## src/rtl/mem_port_arbiter.sv

```systemverilog
// Round-robin arbiter that shares the single-ported unified memory between
// instruction fetch (I) and the load/store path (D), one transaction at a time.
module mem_port_arbiter #(
    parameter int ADDR_W  = 16,
    parameter int DATA_W  = 16,
    parameter int MEM_LAT = 2
) (
    input  logic              clk,
    input  logic              rst,
    input  logic              if_req,
    input  logic [ADDR_W-1:0] if_addr,
    output logic              if_ack,
    output logic [DATA_W-1:0] if_rdata,
    input  logic              d_req,
    input  logic              d_we,
    input  logic [ADDR_W-1:0] d_addr,
    input  logic [DATA_W-1:0] d_wdata,
    output logic              d_ack,
    output logic [DATA_W-1:0] d_rdata,
    output logic              mem_en,
    output logic              mem_we,
    output logic [ADDR_W-1:0] mem_addr,
    output logic [DATA_W-1:0] mem_wdata,
    input  logic [DATA_W-1:0] mem_rdata,
    output logic              busy
);

    typedef enum logic [1:0] {IDLE, ACCESS, WAIT, DONE} state_t;

    localparam logic [3:0] LAT4 = 4'(MEM_LAT);

    state_t            state, state_nxt;
    logic              own_d;      // 1 = current transaction belongs to D
    logic              last_d;     // 1 = D was the last requester acknowledged
    logic              lat_we;
    logic [ADDR_W-1:0] lat_addr;
    logic [DATA_W-1:0] lat_wdata;
    logic [3:0]        cnt;
    logic              grant_d;

    // D wins when it is alone, or when both ask and I was served last.
    assign grant_d = d_req && (!if_req || !last_d);

    always_comb begin
        state_nxt = state;
        case (state)
            IDLE:    if (if_req || d_req) state_nxt = ACCESS;
            ACCESS:  state_nxt = WAIT;
            WAIT:    if (cnt == 4'd1) state_nxt = DONE;
            DONE:    state_nxt = IDLE;
            default: state_nxt = IDLE;
        endcase
    end

    always_ff @(posedge clk) begin
        if (rst) begin
            state     <= IDLE;
            own_d     <= 1'b0;
            last_d    <= 1'b1;
            lat_we    <= 1'b0;
            lat_addr  <= '0;
            lat_wdata <= '0;
            cnt       <= '0;
            if_rdata  <= '0;
            d_rdata   <= '0;
        end else begin
            state <= state_nxt;
            case (state)
                IDLE: begin
                    if (if_req || d_req) begin
                        own_d     <= grant_d;
                        lat_we    <= grant_d && d_we;
                        lat_addr  <= grant_d ? d_addr : if_addr;
                        lat_wdata <= grant_d ? d_wdata : '0;
                    end
                end
                ACCESS: cnt <= LAT4;
                WAIT: begin
                    cnt <= cnt - 4'd1;
                    if (cnt == 4'd1 && !lat_we) begin
                        if (own_d) d_rdata  <= mem_rdata;
                        else       if_rdata <= mem_rdata;
                    end
                end
                DONE: last_d <= own_d;
                default: ;
            endcase
        end
    end

    // Memory-side outputs are forced to zero outside the access cycle.
    always_comb begin
        mem_en    = (state == ACCESS);
        mem_we    = mem_en && lat_we;
        mem_addr  = mem_en ? lat_addr : '0;
        mem_wdata = mem_en ? lat_wdata : '0;
        if_ack    = (state == DONE) && !own_d;
        d_ack     = (state == DONE) && own_d;
        busy      = (state != IDLE);
    end

endmodule

```

## config.mk

```make
export PLATFORM = sky130hd
export DESIGN_NAME = mem_port_arbiter
export DESIGN_NICKNAME = d
export VERILOG_FILES = /design/src/rtl/mem_port_arbiter.sv
export SDC_FILE = /design/constraint.sdc
export NUM_CORES = 1
export LEC_CHECK = 0
export ABC_CLOCK_PERIOD_IN_PS = 1580
export BUFFER_PORTS_ARGS = -buffer_cell sky130_fd_sc_hd__buf_2
export CORE_AREA = 2 2 107 78
export DETAILED_ROUTE_END_ITERATION = 16
export DIE_AREA = 0 0 109 80
export PLACE_DENSITY = 0.85
export SLEW_MARGIN = 5
export SYNTH_ARGS = -nofsm -noshare
export SYNTH_HDL_FRONTEND = slang
export SYNTH_SLANG_ARGS = --single-unit
```

## constraint.sdc

```tcl
create_clock -name clk -period 1.58 [get_ports clk]
set_input_delay 0.158 -clock clk [delete_from_list [all_inputs] [get_ports clk]]
set_output_delay 0.158 -clock clk [all_outputs]
set_load 0.02 [all_outputs]
```

==> flow_results.org <==
** Critical path
- Arrival time at the worst endpoint :: roughly 1.4 ns
- Together, buffers and inverters on the worst path number 3.
- STA classifies the critical path startpoint as a register.
- Required time of the critical path :: roughly 1.4 ns
- The critical path goes through inv_4, ha_4, buf_16, and2_1, buf_2.
- The critical path is of the register to output port type.
- STA classifies the critical path endpoint as an output port.
- The slowest stage of the critical path is the dfxtp_4 cell.
- Of all nets on the critical path, the largest fanout is 17.
- Largest delay share family, worst path :: flip-flops
- In this design, the stage delay of the slowest critical-path cell is approximately 0.37 ns.

** Routing
- After detailed routing, the total wire length is about 8 mm.
- Routed via count :: between 2000 and 3000
- For this block, the initial DRC count from the detailed router was 110.
- Average detailed-routed wire length per instance :: 14.0 um
- Post-route ant nets :: 0
- Remaining DRCs :: 0
- Number of vias per cell :: approximately 5.0
- The first detailed-routing pass ran for 4 iterations.

** Finish
- For this run, the post-layout net count is ~560.
- Compared with the post-synthesis result, the final layout area differs by 40.2%.
- Storage element area :: ~0.0015 sq mm
- The finished cells cover 0.00455 sq mm.
- Fill cells in the final layout number 645.
- After the flow finishes, the layout carries non-filler instances totaling approximately 590.
- Leading cell type in the layout, fill and taps excluded :: buf_2
- Diodes inserted :: 0
- Share of post-route cells with drive strength above 1 :: about two fifths
- Final Core Density :: 59.4%
- Footprint of the multi-input gates :: ~0.0017 sq mm
- Most used cells in the layout excluding fill and tap cells :: buf_2, dfxtp_1, mux2i_1, nand2_1, nor2_1

** STA
- The worst path meets setup with between 0.03 and 0.04 ns of slack.
- Worst slack on hold paths :: approximately 0.081 ns
- Setup_tns :: 0 ns
- Final number of max-transition violations :: 0
- The worst path uses 97.7% of the clock period.
- Setup repair after global routing could not meet its margin everywhere.
- Count of endpoints failing setup in the final report :: 0
- Derived from the worst setup path, the maximum achievable clock frequency is 0.648 GHz.
- Relative max-transition margin :: just over 70%
- The routed design could run at a clock period as short as ~1.5 ns.
- Final count of hold timing violations :: 0
- Final Skew :: about 0.010 ns
- Slew @ Worst Pin :: roughly 0.41 ns

** Clock tree
- Post-CTS Hold Fix Bufs :: 0
- H-tree Lvls :: 3
- TritonCTS built the clock tree.
- Clock tree buffer depth :: 2
- After clock tree synthesis, the clock-pin slew on the worst setup and hold paths is approximately 0.080 ns.
- Clock tree synthesis inserted a total of 9 buffers.
- CTS sink cnt :: 73
- Root buf cell :: clkbuf_8
- Clock insertion delay at the later pin of the skew report :: 0.34 ns

** Placement
- After detailed placement, the total cell area comes to 0.00408 sq mm.
- Last weighted congestion value of the routability-driven placer :: a little over 0.7
- Count of port buffers added during placement :: about 140
- HPWL Detailed :: about 5.7 mm
- Dpl ws :: 0.0204 ns
- The number of placed instances, taps included, is roughly 570.

** Synth
- After synthesis, the share of flip-flops with an asynchronous set or reset is 0%.
- Counting every net in the synthesized netlist gives ~420.
- Counting flops with a built-in enable in the synthesized netlist gives 0.
- After synthesis the netlist holds a flip-flop and latch count of between 70 and 80.
- Synth unique cells :: 39
- Post-Syn Area :: 0.00325 sq mm
- Per-instance average area after synthesis :: 9.38 sq um
- Sequential element share of the synthesized area :: between 40% and 50%
- During synthesis, Yosys emitted a total of 0 warnings.
- Most instantiated flip-flop cell in the synthesis netlist :: dfxtp_1
- Cells after Synth :: 346

** Floorplan
- Measured along the x axis, the die boundary spans about 110 um.
- Total I/O pin count :: approximately 140
- Placeable core region :: 0.00767 sq mm
- Site Rows :: 27
- Measured along the y axis, the die boundary spans about 80 um.
- The die covers 0.00872 sq mm.
- The initial utilization of the core area, before any placement, comes to between 40% and 50%.

** Power and ir drop
- The design draws about 6.0 mW.
- Static Leak :: 2.13 nW
- Worst IR drop on VDD :: ~0.00065 V
- Power density normalized to cell area :: about 1300 mW/mm^2

** GRT
- Combined global-route utilization of all metal layers :: 17.7%
- The number of antenna violations at the first check in global routing came to 0.
- Global routing finished with a remaining overflow of 0.
- Global-route wire length before repair :: about 12 mm
- Pin count of the biggest net entering global routing :: 45
- The via count of the first global-routing pass was roughly 2900.

** Min path
- The worst hold path belongs to the class input port to register.

** Job
- Max-cap viol count :: 0

** Outcome
- Outcome :: completed
==> cells in the mapped netlist, types with 2 or more instances <==
cell type,n,share of area (%)
clkbuf_1,13,1.5
nand2_1,44,5.1
buf_1,3,0.35
inv_1,8,0.93
ha_1,7,2.7
nand4b_1,2,0.54
nor3_1,3,0.46
a211oi_1,17,3.9
mux2i_1,48,15
and2_1,34,6.6
buf_4,4,0.93
dfxtp_1,73,45
buf_2,5,0.77
o21ai_0,2,0.31
nor2_1,36,4.2
a32oi_1,17,4.6
nand2b_1,5,0.96
nand3_1,2,0.31
a21oi_1,3,0.46
==> power by group <==
group	total (mW)	switching, mW	internal [mW]
combinational	2.32	1.28	1.04
clock	1.42	0.686	0.735
sequential	2.26	0.163	2.10
total	6.00	2.13	3.87
==> metal layers <==
| layer | up-vias | wire length (um) | share of wire [%] | global-route usage, % |
|---|---|---|---|---|
| li1 | 1465 | - | - | - |
| met1 | 1372 | 3630 | 44 | 19.7 |
| met2 | 78 | 4080 | 50 | 32.4 |
| met3 | 8 | 412 | 5.0 | 4.33 |
| met4 | 0 | 80 | 0.98 | 6.54 |
| met5 | - | 0 | 0 | 0 |
==> state kept, by name, indices dropped and copies added (netlist names) <==
| name | flops |
|---|---|
| last_d | 1 |
| lat_addr | 16 |
| cnt | 4 |
| own_d | 1 |
| lat_we | 1 |
| if_rdata | 16 |
| lat_wdata | 16 |
| state | 2 |
| d_rdata | 16 |
==> layout make-up <==
class / instances / share of cell area [%]
sequential: 73 / 32.3
clock inverter: 6 / 1.48
clock buffer: 10 / 2.80
timing repair buffer: 152 / 22.6
inverter: 9 / 0.797
multi-input combinational: 237 / 37.2
tap: 101 / 2.78
==> worst min-delay path, cell delays in order <==
cell,delay (ns)
buf_2,0.08
a32oi_1,0.08
nor2_1,0.07
==> final timing paths <==
check	start	to	slack (ns)	depth (start not counted)
max reg2reg	cnt[1]	state[1]	0.09	5
min	d_wdata[1]	lat_wdata[1]	0.08	3
min reg2reg	if_rdata[8]	if_rdata[8]	0.46	2
max	state[1]	mem_addr[14]	0.04	5
==> repair_timing <==
item	in CTS	in global routing
pin swaps	1	3
setup buffers	1	0
gates resized for setup	22	46
cloned	1	1
hold endpoints to repair	0	0
setup endpoints to repair	35	46
==> cells by family (layout without fill, tap and decap cells) <==
logic type / after synthesis / count (layout) / share of synthesized area [%]
flip-flops: 73 / 73 / 45.0
buffers and inverters: 36 / 177 / 5.55
AO/OA/AOI/OAI: 49 / 49 / 12.0
adder cells (fa/ha/maj): 7 / 7 / 2.70
AND/OR/NAND/NOR: 133 / 133 / 19.9
multiplexers: 48 / 48 / 14.8
No activity file was read; power rests on OpenSTA's default activity.
